### src/rtl/riscv_pkg.sv
// Shared RISC-V core definitions: datapath width, ALU command indices and
// operand-select encodings used by the decode/execute boundary.
package riscv_pkg;

    localparam int XLEN         = 32;
    localparam int NB_OPERATION = 5;

    // Bit positions inside the one-hot ALU command vector
    localparam int ALU_ADD = 0;
    localparam int ALU_SLT = 1;
    localparam int ALU_AND = 2;
    localparam int ALU_OR  = 3;
    localparam int ALU_XOR = 4;

    typedef enum logic [1:0] {
        OP1_RS1  = 2'b00,
        OP1_PC   = 2'b01,
        OP1_ZERO = 2'b10
    } op1_sel_e;

    localparam logic OP2_RS2 = 1'b0;
    localparam logic OP2_IMM = 1'b1;

    // Widen to XLEN+1 so the ALU adder's top bit carries the compare result
    function automatic logic [XLEN:0] extend_operand(input logic [XLEN-1:0] value,
                                                     input logic            zero_ext);
        logic [XLEN:0] result;
        if (zero_ext) begin
            result = {1'b0, value};
        end else begin
            result = {value[XLEN-1], value};
        end
        return result;
    endfunction

endpackage

### src/rtl/operand_bypass.sv
// Selects writeback data over register-file data when the writeback port
// targets the same source register; x0 always reads the register file.
module operand_bypass
    import riscv_pkg::*;
(
    input  logic [4:0]      rs_adr,
    input  logic [XLEN-1:0] rs_data,
    input  logic            wb_valid,
    input  logic [4:0]      wb_adr,
    input  logic [XLEN-1:0] wb_data,
    output logic [XLEN-1:0] rs_value
);

    logic hit_s;

    assign hit_s    = wb_valid & (wb_adr == rs_adr) & (rs_adr != 5'd0);
    assign rs_value = hit_s ? wb_data : rs_data;

endmodule

### src/rtl/exe_operand_stage.sv
// Decode-to-execute pipeline register: picks and extends ALU operands,
// pre-negates operand 2 for subtract/compare, and holds them behind valid/ready.
module exe_operand_stage
    import riscv_pkg::*;
(
    input  logic                    clk,
    input  logic                    reset,
    input  logic                    valid_i,
    output logic                    ready_o,
    input  logic [4:0]              rs1_adr_i,
    input  logic [4:0]              rs2_adr_i,
    input  logic [XLEN-1:0]         rs1_data_i,
    input  logic [XLEN-1:0]         rs2_data_i,
    input  logic [XLEN-1:0]         imm_i,
    input  logic [XLEN-1:0]         pc_i,
    input  logic [1:0]              op1_sel_i,
    input  logic                    op2_sel_i,
    input  logic [NB_OPERATION-1:0] cmd_i,
    input  logic                    sub_i,
    input  logic                    unsigned_i,
    input  logic [4:0]              rd_adr_i,
    input  logic                    rd_wb_i,
    input  logic                    wb_valid_i,
    input  logic [4:0]              wb_adr_i,
    input  logic [XLEN-1:0]         wb_data_i,
    input  logic                    flush_i,
    input  logic                    ready_i,
    output logic                    valid_o,
    output logic                    alu_en_o,
    output logic [XLEN:0]           rs1_data_o,
    output logic [XLEN:0]           rs2_data_o,
    output logic [NB_OPERATION-1:0] cmd_o,
    output logic [4:0]              rd_adr_o,
    output logic                    rd_wb_o
);

    logic [XLEN-1:0]         rs1_value_s;
    logic [XLEN-1:0]         rs2_value_s;
    logic [XLEN-1:0]         op1_s;
    logic [XLEN-1:0]         op2_s;
    logic                    zero_ext_s;
    logic                    negate_s;
    logic [XLEN:0]           op1_ext_s;
    logic [XLEN:0]           op2_ext_s;
    logic [XLEN:0]           op2_final_s;
    logic                    accept_s;

    logic                    valid_r;
    logic [XLEN:0]           rs1_data_r;
    logic [XLEN:0]           rs2_data_r;
    logic [NB_OPERATION-1:0] cmd_r;
    logic [4:0]              rd_adr_r;
    logic                    rd_wb_r;

    operand_bypass u_bypass_rs1 (
        .rs_adr   (rs1_adr_i),
        .rs_data  (rs1_data_i),
        .wb_valid (wb_valid_i),
        .wb_adr   (wb_adr_i),
        .wb_data  (wb_data_i),
        .rs_value (rs1_value_s)
    );

    operand_bypass u_bypass_rs2 (
        .rs_adr   (rs2_adr_i),
        .rs_data  (rs2_data_i),
        .wb_valid (wb_valid_i),
        .wb_adr   (wb_adr_i),
        .wb_data  (wb_data_i),
        .rs_value (rs2_value_s)
    );

    assign ready_o  = ~valid_r | ready_i;
    assign accept_s = valid_i & ready_o & ~flush_i;

    // Operand source selection, extension and optional two's-complement negation
    always_comb begin
        op1_s = {XLEN{1'b0}};
        case (op1_sel_e'(op1_sel_i))
            OP1_RS1:  op1_s = rs1_value_s;
            OP1_PC:   op1_s = pc_i;
            OP1_ZERO: op1_s = {XLEN{1'b0}};
            default:  op1_s = {XLEN{1'b0}};
        endcase

        if (op2_sel_i == OP2_IMM) begin
            op2_s = imm_i;
        end else begin
            op2_s = rs2_value_s;
        end

        zero_ext_s = unsigned_i & cmd_i[ALU_SLT];
        negate_s   = cmd_i[ALU_SLT] | (cmd_i[ALU_ADD] & sub_i);
        op1_ext_s  = extend_operand(op1_s, zero_ext_s);
        op2_ext_s  = extend_operand(op2_s, zero_ext_s);

        if (negate_s) begin
            op2_final_s = (~op2_ext_s) + {{XLEN{1'b0}}, 1'b1};
        end else begin
            op2_final_s = op2_ext_s;
        end
    end

    // Pipeline register: flush and drain clear valid and the write enable, stall holds all
    always_ff @(posedge clk) begin
        if (reset) begin
            valid_r    <= 1'b0;
            rs1_data_r <= {(XLEN+1){1'b0}};
            rs2_data_r <= {(XLEN+1){1'b0}};
            cmd_r      <= {NB_OPERATION{1'b0}};
            rd_adr_r   <= 5'd0;
            rd_wb_r    <= 1'b0;
        end else if (flush_i) begin
            valid_r <= 1'b0;
            rd_wb_r <= 1'b0;
        end else if (accept_s) begin
            valid_r    <= 1'b1;
            rs1_data_r <= op1_ext_s;
            rs2_data_r <= op2_final_s;
            cmd_r      <= cmd_i;
            rd_adr_r   <= rd_adr_i;
            rd_wb_r    <= rd_wb_i;
        end else if (ready_i) begin
            valid_r <= 1'b0;
            rd_wb_r <= 1'b0;
        end
    end

    assign valid_o    = valid_r;
    assign alu_en_o   = valid_r;
    assign rs1_data_o = rs1_data_r;
    assign rs2_data_o = rs2_data_r;
    assign cmd_o      = cmd_r;
    assign rd_adr_o   = rd_adr_r;
    assign rd_wb_o    = rd_wb_r;

endmodule

### config.mk
export PLATFORM = sky130hd
export DESIGN_NAME = exe_operand_stage
export DESIGN_NICKNAME = d
export VERILOG_FILES = /design/src/rtl/riscv_pkg.sv /design/src/rtl/operand_bypass.sv /design/src/rtl/exe_operand_stage.sv
export SDC_FILE = /design/constraint.sdc
export NUM_CORES = 1
export LEC_CHECK = 0
export BUFFER_PORTS_ARGS = -buffer_cell sky130_fd_sc_hd__buf_2
export CORE_AREA = 2 2 112 114
export CTS_CLUSTER_SIZE = 40
export DETAILED_ROUTE_END_ITERATION = 7
export DIE_AREA = 0 0 114 116
export PLACE_DENSITY_LB_ADDON = 0.1
export SYNTH_ARGS = -nofsm -noshare
export SYNTH_HDL_FRONTEND = slang
export SYNTH_SLANG_ARGS = --single-unit
### constraint.sdc
create_clock -name clk -period 4.37 [get_ports clk]
set_input_delay 0.874 -clock clk [delete_from_list [all_inputs] [get_ports clk]]
set_output_delay 0.874 -clock clk [all_outputs]
set_load 0.01 [all_outputs]
# --- Yosys cells after proc, flatten, opt, wreduce, memory -nomap -nowiden ---
# Index checks and enable logic that the tools add are counted.
# W data, S select, Z words.
classes:
  bitwise: 13
  n_addsub: 1
  n_reduce_logical: 6
  eq_ne: 3
  mux: 10
op_table:
  columns: ["op", "count"]
  rows:
  - ["$mux W33", 3]
  - ["$mux W32", 3]
  - ["$pmux W32 S2", 1]
  - ["$add A33 B1 Y33 const B", 1]
  - ["$not A33 Y33", 1]
  - ["$eq A5 B5 Y1", 2]
  - ["$reduce_bool A5 Y1", 2]
  - ["$and A1 B1 Y1", 8]
  - ["$mux W1", 3]
  - ["$eq A2 B1 Y1 const B", 1]
  - ["$logic_not A2 Y1", 1]
  - ["$not A1 Y1", 2]
  - ["$or A1 B1 Y1", 2]
  - ["$reduce_and A2 Y1", 1]
  - ["$reduce_bool A2 Y1", 1]
  - ["$reduce_or A2 Y1", 1]
word_totals:
  out_inout_bits: 80
  ff_bits: 78

# --- Depth between registers and ports, before layout ---
# Gate-level depths: netlist of run 1.
depth:
  ltp_word: 9
  mapped_depth: 14
  mapped_depth_nobuf: 12

# --- Cells and area by module ---
# From an unflattened synthesis of run 1, not the netlist that was laid out.
unflattened:
  hier_cells: 663
  hier_area_um2: 5746.8
by_module_without_submodules:
  columns: ["module", "cells_per_inst", "n_inst", "area_each_um2", "seq_area_each_um2"]
  rows:
  - ["exe_operand_stage", 573, 1, 4558.1, 1561.5]
  - ["operand_bypass", 45, 2, 594.3, 0.0]

# --- Worst setup path after synthesis of run 1 ---
# OpenSTA, ideal clock, no wires.
synth_timing:
  path_kind: "input port to flip-flop"
  start: "input rs2_adr_i[0]"
  end: "register rs2_data_r[20], in the netlist rs2_data_o[20]"
  stages: 14
  path_slack_ns: 0.548
  arrival_ns: 3.696
  required_time_ns: 4.244
  cell_sequence: "nor4_2 -> o21a_1 -> buf_6 -> buf_4 -> o41ai_1 -> a31oi_1 -> ha_1 -> inv_1 -> a311oi_1 -> nand4_2 -> or4_4 -> o31ai_1 -> xor2_1 -> o21ai_1"
synth_between:
  elab_chain_cells: 9
synth_rtl:
  columns: ["element", "line", "rtl"]
  rows:
  - ["start: declaration", "exe_operand_stage.sv:11", "input logic [4:0] rs2_adr_i,"]
  - ["$eq A5 B5 Y1", "operand_bypass.sv:16", "assign hit_s = wb_valid & (wb_adr == rs_adr) & (rs_adr != 5'd0);"]
  - ["$and A1 B1 Y1", "operand_bypass.sv:16", null]
  - ["$and A1 B1 Y1 (*)", "operand_bypass.sv:16", null]
  - ["$mux W32 (*)", "operand_bypass.sv:17", "assign rs_value = hit_s ? wb_data : rs_data;"]
  - ["$mux W32 (*)", "exe_operand_stage.sv:86", "if (op2_sel_i == OP2_IMM) begin"]
  - ["$mux W33 (*)", "riscv_pkg.sv:28", "if (zero_ext) begin"]
  - ["$not A33 Y33", "exe_operand_stage.sv:98", "op2_final_s = (~op2_ext_s) + {{XLEN{1'b0}}, 1'b1};"]
  - ["$add A33 B1 Y33", "exe_operand_stage.sv:98", null]
  - ["$mux W33 (*)", "exe_operand_stage.sv:97", "if (negate_s) begin"]
  - ["end signal: assignment", "exe_operand_stage.sv:109", "rs2_data_r <= {(XLEN+1){1'b0}};"]
  - ["end signal: assignment", "exe_operand_stage.sv:119", "rs2_data_r <= op2_final_s;"]
  - ["end: declaration", "exe_operand_stage.sv:50", "logic [XLEN:0] rs2_data_r;"]
# Mark *: on every way between the ends. The rest lies on a longest branch, timed or not.
# A chain may end at the register's enable or synchronous reset.

# --- Worst setup path after layout of run 1 ---
layout_timing:
  start: "input rs2_adr_i[2]"
  end: "register rs2_data_r[26], in the netlist rs2_data_o[26]"
# The elaborated chain is that of the path after synthesis.

==> impl_results.md, run 1 <==
* Post-synth top area cell: dfxtp_1
* Total routed wirelength at 21600 um
* Placer Congestion at 0.947
* Crit Path Class: in2reg
* GR Layer Usage met1 at 39.9%
* Final core utilization at 59.0%
* Die span in y at 116 um
* Post-CTS sizing at 0
* Synth cell types at 66
* Starting Density at 44.2%
* Crit path DAT at 4.00 ns
* Syn nets at 885
* RSZ-0062 raised after global routing: false
* Simple-gate portion of the synthesized area at 21.4%
* Worst-Margin Slew at 0.940 ns
* Final setup fails at 0
* Grt met3 use at 6.38%
* Synth Area in Adders at 0.238%
* Synth Area per Inst at 7.67 sq um
* Post-DRT Antenna Nets at 0
* Period Utilization, post-route at 85.7%
* Max Root-Sink Buffers at 2
* Flops & latches, synth at 78
* Minimum clock period at 3.74 ns
* HPWL Detailed at 17200 um
* Final hold vios at 0
* DR vias at 6329
* Combinational cell fraction of total power at 25.4%
* HP Class: reg2reg
* P&R area growth vs syn at 33.3%
* Clk pin slew, worst setup/hold paths at 0.06 ns
* Total Routing Usage GR at 32.3%
* Drt pass-1 iters at 5
* Post-route DRC at 0
* Placed cell count at 1070
* Synth Area in Compound Gates at 29.6%
* Slew margin rel. at 37.3%
* Multiplexer share of the synthesized area at 7.43%
* Vias in the first global route at 5988
* NetSw at 648 uW
* Syn Inst Count at 687
* CTS tree: done
* CTS Hold Buffers Added at 0
* Root buffer cell: clkbuf_16
* Fin Setup TNS at 0 ns
* Register-to-register setup slack at 2.48 ns
* Crit start category: input pin
* Fin. max-slew vios at 0
* VDD IR-drop max at 182 uV
* Largest family of logic cells by synthesized area: compound AO/OA/AOI/OAI gates
* Clk Latency, worst-skew pair at 0.35 ns
* Worst R2R Path Depth at 5
* GR peak layer: met2
* Yosys Warn Count at 0
* First-pass GRT wire length at 32700 um
* Power Density at 292 mW/mm^2
* DIE WIDTH at 114 um
* Max-Cap Viols at 0
* Top post-synthesis cells by count: nand2_1 (102), dfxtp_1 (78), nor2_1 (73)
* Inserted Clock Buffers at 9
* Hold Crit Start: rs2_data_o[22]
* Row count at 40
* Initial antenna violation count at 2
* Most common cell in the netlist: nand2_1
* Hold depth at 2
* GR met2 Demand/Resource at 55.9%
* Hold worst-path end: rs2_data_o[22]
* Synth area leaders: dfxtp_1 (30%), nand2_1 (7.3%), mux2i_1 (7.2%), nor2_1 (5.2%), a22oi_1 (4.8%)
* R2R Path End: rs2_data_o[32]
* Crit path capture type: register
* Post-CTS Setup Bufs at 0
* CP Max Fanout at 9
* Clk sink count at 78
* Core Region at 0.0119 sq mm
* Highest clock rate at 267 MHz
* Post-route insts no fill at 1088
* Remaining Overflow, GRT at 0
* XOR/XNOR Fraction of Synth Area at 5.65%
* H-tree Lvls at 3
* EDFF count, synth at 0
* Top cell type's share of synthesized area at 29.6%
* Vias per Instance at 5.82
* Req. time, crit path at 4.63 ns
* Synth async-reset ratio at 0%
* WL per Instance at 19.9 um
* Fin nets at 1132
* P_int at 1400 uW
* Clock power frac at 37.3%
* Filler cell count at 1139
* Starting DRT DRC Count at 399
* Seq pwr share at 37.3%
* Largest net degree at the start of global routing at 71
* Synthesized area at 0.00527 sq mm
* Outcome: complete, no violations
* Switch share at 31.6%
* Io pins at 277
* Layout cells sized above 1 at 36.4%
* Setup Skew at 0.00630 ns
* Number of port buffers at 276
* Sequential fraction of the synthesis area at 29.6%
* Most used DFF post-synth: dfxtp_1
* Worst R2R Start: alu_en_o
* Die area at 0.0132 sq mm
* Leak Pwr at 0.00309 uW
[sequential cells by signal, summed over array words and instances, names as in the netlist]
register,cells
rs1_data_o,33
rs2_data_o,33
cmd_o,5
rd_adr_o,5
alu_en_o,1
rd_wb_o,1
[logic make-up (layout without fill, tap and decap cells)]
family | Yosys count | count (layout)
other | 0 | 2
buffers and inverters | 69 | 321
XOR/XNOR | 34 | 34
multiplexers | 39 | 39
flip-flops | 78 | 78
AND/OR/NAND/NOR | 244 | 244
AO/OA/AOI/OAI | 222 | 222
adder cells (fa/ha/maj) | 1 | 1
[how the worst max path moves through the flow]
stage	startpoint	end	cells past startpoint
floorplan	rs2_adr_i[0]	rs2_data_o[20]	14
finish	rs2_adr_i[2]	rs2_data_o[26]	12
CTS	rs2_adr_i[2]	rs2_data_o[26]	12
global route	rs2_adr_i[0]	rs2_data_o[26]	13
detailed placement	rs2_adr_i[2]	rs2_data_o[26]	12
global placement	rs2_adr_i[0]	rs2_data_o[20]	13
[cell type report]
type,count,area [sq um],share of cell area (%)
inverters,7,26.3,0.374
diodes,2,5.00,0.0713
well taps,147,184,2.62
multi-input cells,540,3410,48.5
clock buffers,11,233,3.31
clock inverters,5,58.8,0.837
repair buffers,298,1550,22.0
flip-flops and latches,78,1560,22.2
[worst max-delay path, stage by stage]
cell and delay (ns):
buf_2 0.13, nor4_2 0.07, o21a_1 0.26, buf_4 0.22, buf_4 0.16, nor4_1 0.43
mux2i_1 0.42, nand4_2 0.25, or4_4 0.63, o31ai_2 0.21, xor2_1 0.09, a211oi_1 0.24
[power by group through the flow]
stage / registers (uW) / clock network [uW] / logic, uW
floorplan: 796 / 0 / 276
global placement: 778 / 0 / 510
detailed placement: 780 / 0 / 516
CTS: 765 / 775 / 518
global route: 768 / 802 / 567
finish: 765 / 764 / 522
[through the flow]
step           setup slack (ns)  cell area, sq um  power (uW)  hold WS, ns
2_1_floorplan             0.548              5270        1070        0.470
3_3_place_gp              0.410              6730        1290        0.435
3_5_place_dp              0.281              6730        1300        0.444
4_1_cts                   0.637              7020        2060        0.453
5_1_grt                   0.347              7020        2140        0.469
6_report                  0.627              7020        2050        0.449
[cells in the final DEF, fill, tap and decap left out, types with 3 or more instances in the layout]
cell,count
mux2i_1,38
xor2_1,15
inv_1,6
o21ai_0,45
or2_2,4
a31oi_1,24
xnor2_1,19
o31ai_1,19
dfxtp_1,78
and2_1,6
and3_1,5
nor4_1,9
o2bb2ai_1,4
o21ai_1,4
nor2_1,71
buf_2,276
a22oi_1,34
o41ai_1,6
clkbuf_16,9
nand3_1,10
nand2_1,102
a21oi_1,28
nor3_1,5
nand4_1,9
buf_4,22
a311oi_1,3
a41oi_1,13
a211oi_1,17
[layer usage]
metal	routed length, um	up-vias
met5	0	-
met2	10400	308
met4	552	0
met1	8950	2965
met3	1690	33
li1	-	3023
Power figures use the tool's default switching activity.
==> run 2, diff against run 1 <==
CORE_AREA = 2 2 115 117   (was 2 2 112 114)
DIE_AREA = 0 0 117 119   (was 0 0 114 116)
GPL_TIMING_DRIVEN = 0   (was not set)
clock period = 3.4 ns   (was 4.37 ns; I/O delays follow)
==> run 2 against run 1 <==
  * Total power up 39%
  * Largest cell class unchanged
  * Largest power group is now the clock network
  * Via count grew 3.2%
  * Sequential power increased by 28%
==> impl_results.md, run 2 (same netlist as run 1, synthesis figures left out) <==
* Outcome: complete, no violations (unchanged)
* H-tree Lvls at 3 (unchanged)
* Worst-Margin Slew at 0.990 ns (was 0.940 ns)
* Clk pin slew, worst setup/hold paths at 0.06 ns (about the same)
* Placer Congestion at 0.932 (was 0.947)
* Fin nets at 1195 (was 1132)
* Drt pass-1 iters at 5 (unchanged)
* Die span in y at 119 um (was 116 um)
* Crit path max-delay cell type: or4_4 (unchanged)
* CP Max Fanout at 5 (was 9)
* Max Root-Sink Buffers at 2 (unchanged)
* Post-route DRC at 0 (unchanged)
* Remaining Overflow, GRT at 0 (unchanged)
* CP Cell Sequence: buf_2 > xnor2_2 > nand4_1 > buf_6 > buf_4 > nor4_2 > mux2i_2 > nand4_2 > or4_4 > o31ai_4 > xor2_2 > a211oi_1 (was buf_2 > nor4_2 > o21a_1 > buf_4 > buf_4 > nor4_1 > mux2i_1 > nand4_2 > or4_4 > o31ai_2 > xor2_1 > a211oi_1)
* Row count at 42 (was 40)
* DIE WIDTH at 117 um (was 114 um)
* Final hold vios at 0 (unchanged)
* Largest net degree at the start of global routing at 14 (was 71)
* VDD IR-drop max at 224 uV (was 182 uV)
* Crit path DAT at 3.56 ns (was 4.00 ns)
* Vias per Instance at 5.53 (was 5.82)
* Total Routing Usage GR at 31.8% (was 32.3%)
* Req. time, crit path at 3.61 ns (was 4.63 ns)
* Crit start category: input pin (unchanged)
* Inserted Clock Buffers at 9 (unchanged)
* Most frequent cells in the layout: buf_2 (272), nand2_1 (102), dfxtp_1 (78) (was buf_2 (276), nand2_1 (102), dfxtp_1 (78))
* P&R area growth vs syn at 46.2% (was 33.3%)
* Filler cell count at 1274 (was 1139)
* First-pass GRT wire length at 33800 um (was 32700 um)
* Critical Path Max Stage Delay at 0.64 ns (was 0.63 ns)
* Power Total at 2860 uW (was 2050 uW)
* CTS Hold Buffers Added at 0 (unchanged)
* WL per Instance at 19.0 um (was 19.9 um)
* Max-Cap Viols at 0 (unchanged)
* Multi-input gate area at 0.00360 sq mm (was 0.00341 sq mm)
* Leak Pwr at 0.00337 uW (was 0.00309 uW)
* HPWL Detailed at 17800 um (was 17200 um)
* HP Class: reg2reg (unchanged)
* Io pins at 277 (unchanged)
* Initial antenna violation count at 4 (was 2)
* Clk sink count at 78 (unchanged)
* Placed cell areas at 0.00691 sq mm (was 0.00673 sq mm)
* Minimum clock period at 3.35 ns
* Crit Path Class: in2reg (unchanged)
* Post-DRT Antenna Nets at 0 (unchanged)
* Setup Skew at 0.00692 ns (was 0.00630 ns)
* Number of port buffers at 274 (was 276)
* Starting DRT DRC Count at 468 (was 399)
* Register area at 0.00156 sq mm (unchanged)
* DR vias at 6531 (was 6329)
* Crit path capture type: register (unchanged)
* Slew margin rel. at 33.5% (was 37.3%)
* Power Density at 371 mW/mm^2 (was 292 mW/mm^2)
* Commonest non-fill, non-tap cell in the layout: buf_2 (unchanged)
* Starting Density at 40.9% (was 44.2%)
* Total routed wirelength at 22400 um (was 21600 um)
* Fin. max-slew vios at 0 (unchanged)
* Vias in the first global route at 6343 (was 5988)
* Cell area after layout at 0.00770 sq mm (was 0.00702 sq mm)
* Die area at 0.0139 sq mm (was 0.0132 sq mm)
* Highest clock rate at 298 MHz
* Clk Latency, worst-skew pair at 0.35 ns (about the same)
* Fin Setup TNS at 0 ns (unchanged)
* Root buffer cell: clkbuf_16 (unchanged)
* Core Region at 0.0129 sq mm (was 0.0119 sq mm)
* CTS tree: done (unchanged)
* Final setup fails at 0 (unchanged)
* Final core utilization at 59.8% (was 59.0%)
* Layout cells sized above 1 at 38.4% (was 36.4%)
* Period Utilization, post-route at 98.6%
[run 2: changes by cell type in the layout (fill, tap and decap cells not counted), sizes merged]
| cell | previous run | this run |
|---|---|---|
| buf | 298 | 322 |
| bufinv | 1 | 2 |
| clkbuf | 11 | 51 |
| clkinv | 1 | 0 |
| clkinvlp | 2 | 1 |
| diode | 2 | 3 |
[run 2: layout make-up]
cell class,count,share of cell area (%)
Multi-Input combinational cell,540,46.8
Clock inverter,4,0.991
Inverter,7,0.341
Tap cell,176,2.86
Sequential cell,78,20.3
Antenna cell,3,0.0975
Clock buffer,12,3.46
Timing Repair Buffer,301,21.0
Buffer,60,4.24
[run 2: path summary, 6_finish.rpt]
path / from / to / slack, ns / depth (start not counted)
setup reg to reg: alu_en_o / rs1_data_o[10] / 1.15 / 8
setup / recovery: wb_adr_i[0] / rs2_data_o[26] / 0.05 / 12
hold reg to reg: rs2_data_o[19] / rs2_data_o[19] / 0.45 / 2
hold / removal: rs2_data_o[19] / rs2_data_o[19] / 0.45 / 2
[run 2: layer usage]
metal,GRT usage (%),share of wire (%),vias to the layer above
met1,37.8,40,3014
met5,0,0.062,-
met4,12.9,3.8,2
met2,53.9,48,299
li1,-,-,3156
met3,8.24,7.5,60
[run 2: repair_timing]
action	4_1_cts	5_1_grt
pin swaps	9	3
gates resized for setup	40	15
buffers inserted	24	3
endpoints found under the setup margin	13	19
[run 2: worst max-delay path, delay by kind of cell]
kind / cells / cell delay, ns
compound gates: 2 / 0.32
xor+xnor: 2 / 0.37
buf+inv: 3 / 0.44
mux: 1 / 0.38
simple gates: 4 / 1.36
[run 2: through the flow]
stage | std cells | setup WS [ns] | hold slack [ns]
after global placement | 1137 | -0.683 | 0.440
final | 1181 | 0.0493 | 0.451
after global routing | 1181 | -0.0170 | 0.472
after floorplan | 687 | -0.0539 | 0.470
after detailed placement | 1137 | -0.736 | 0.444
after CTS | 1176 | 0.00148 | 0.454
[run 2: power breakdown]
part	switching, uW	internal (uW)
Combinational	435	322
Clock	411	706
Sequential	22.1	959
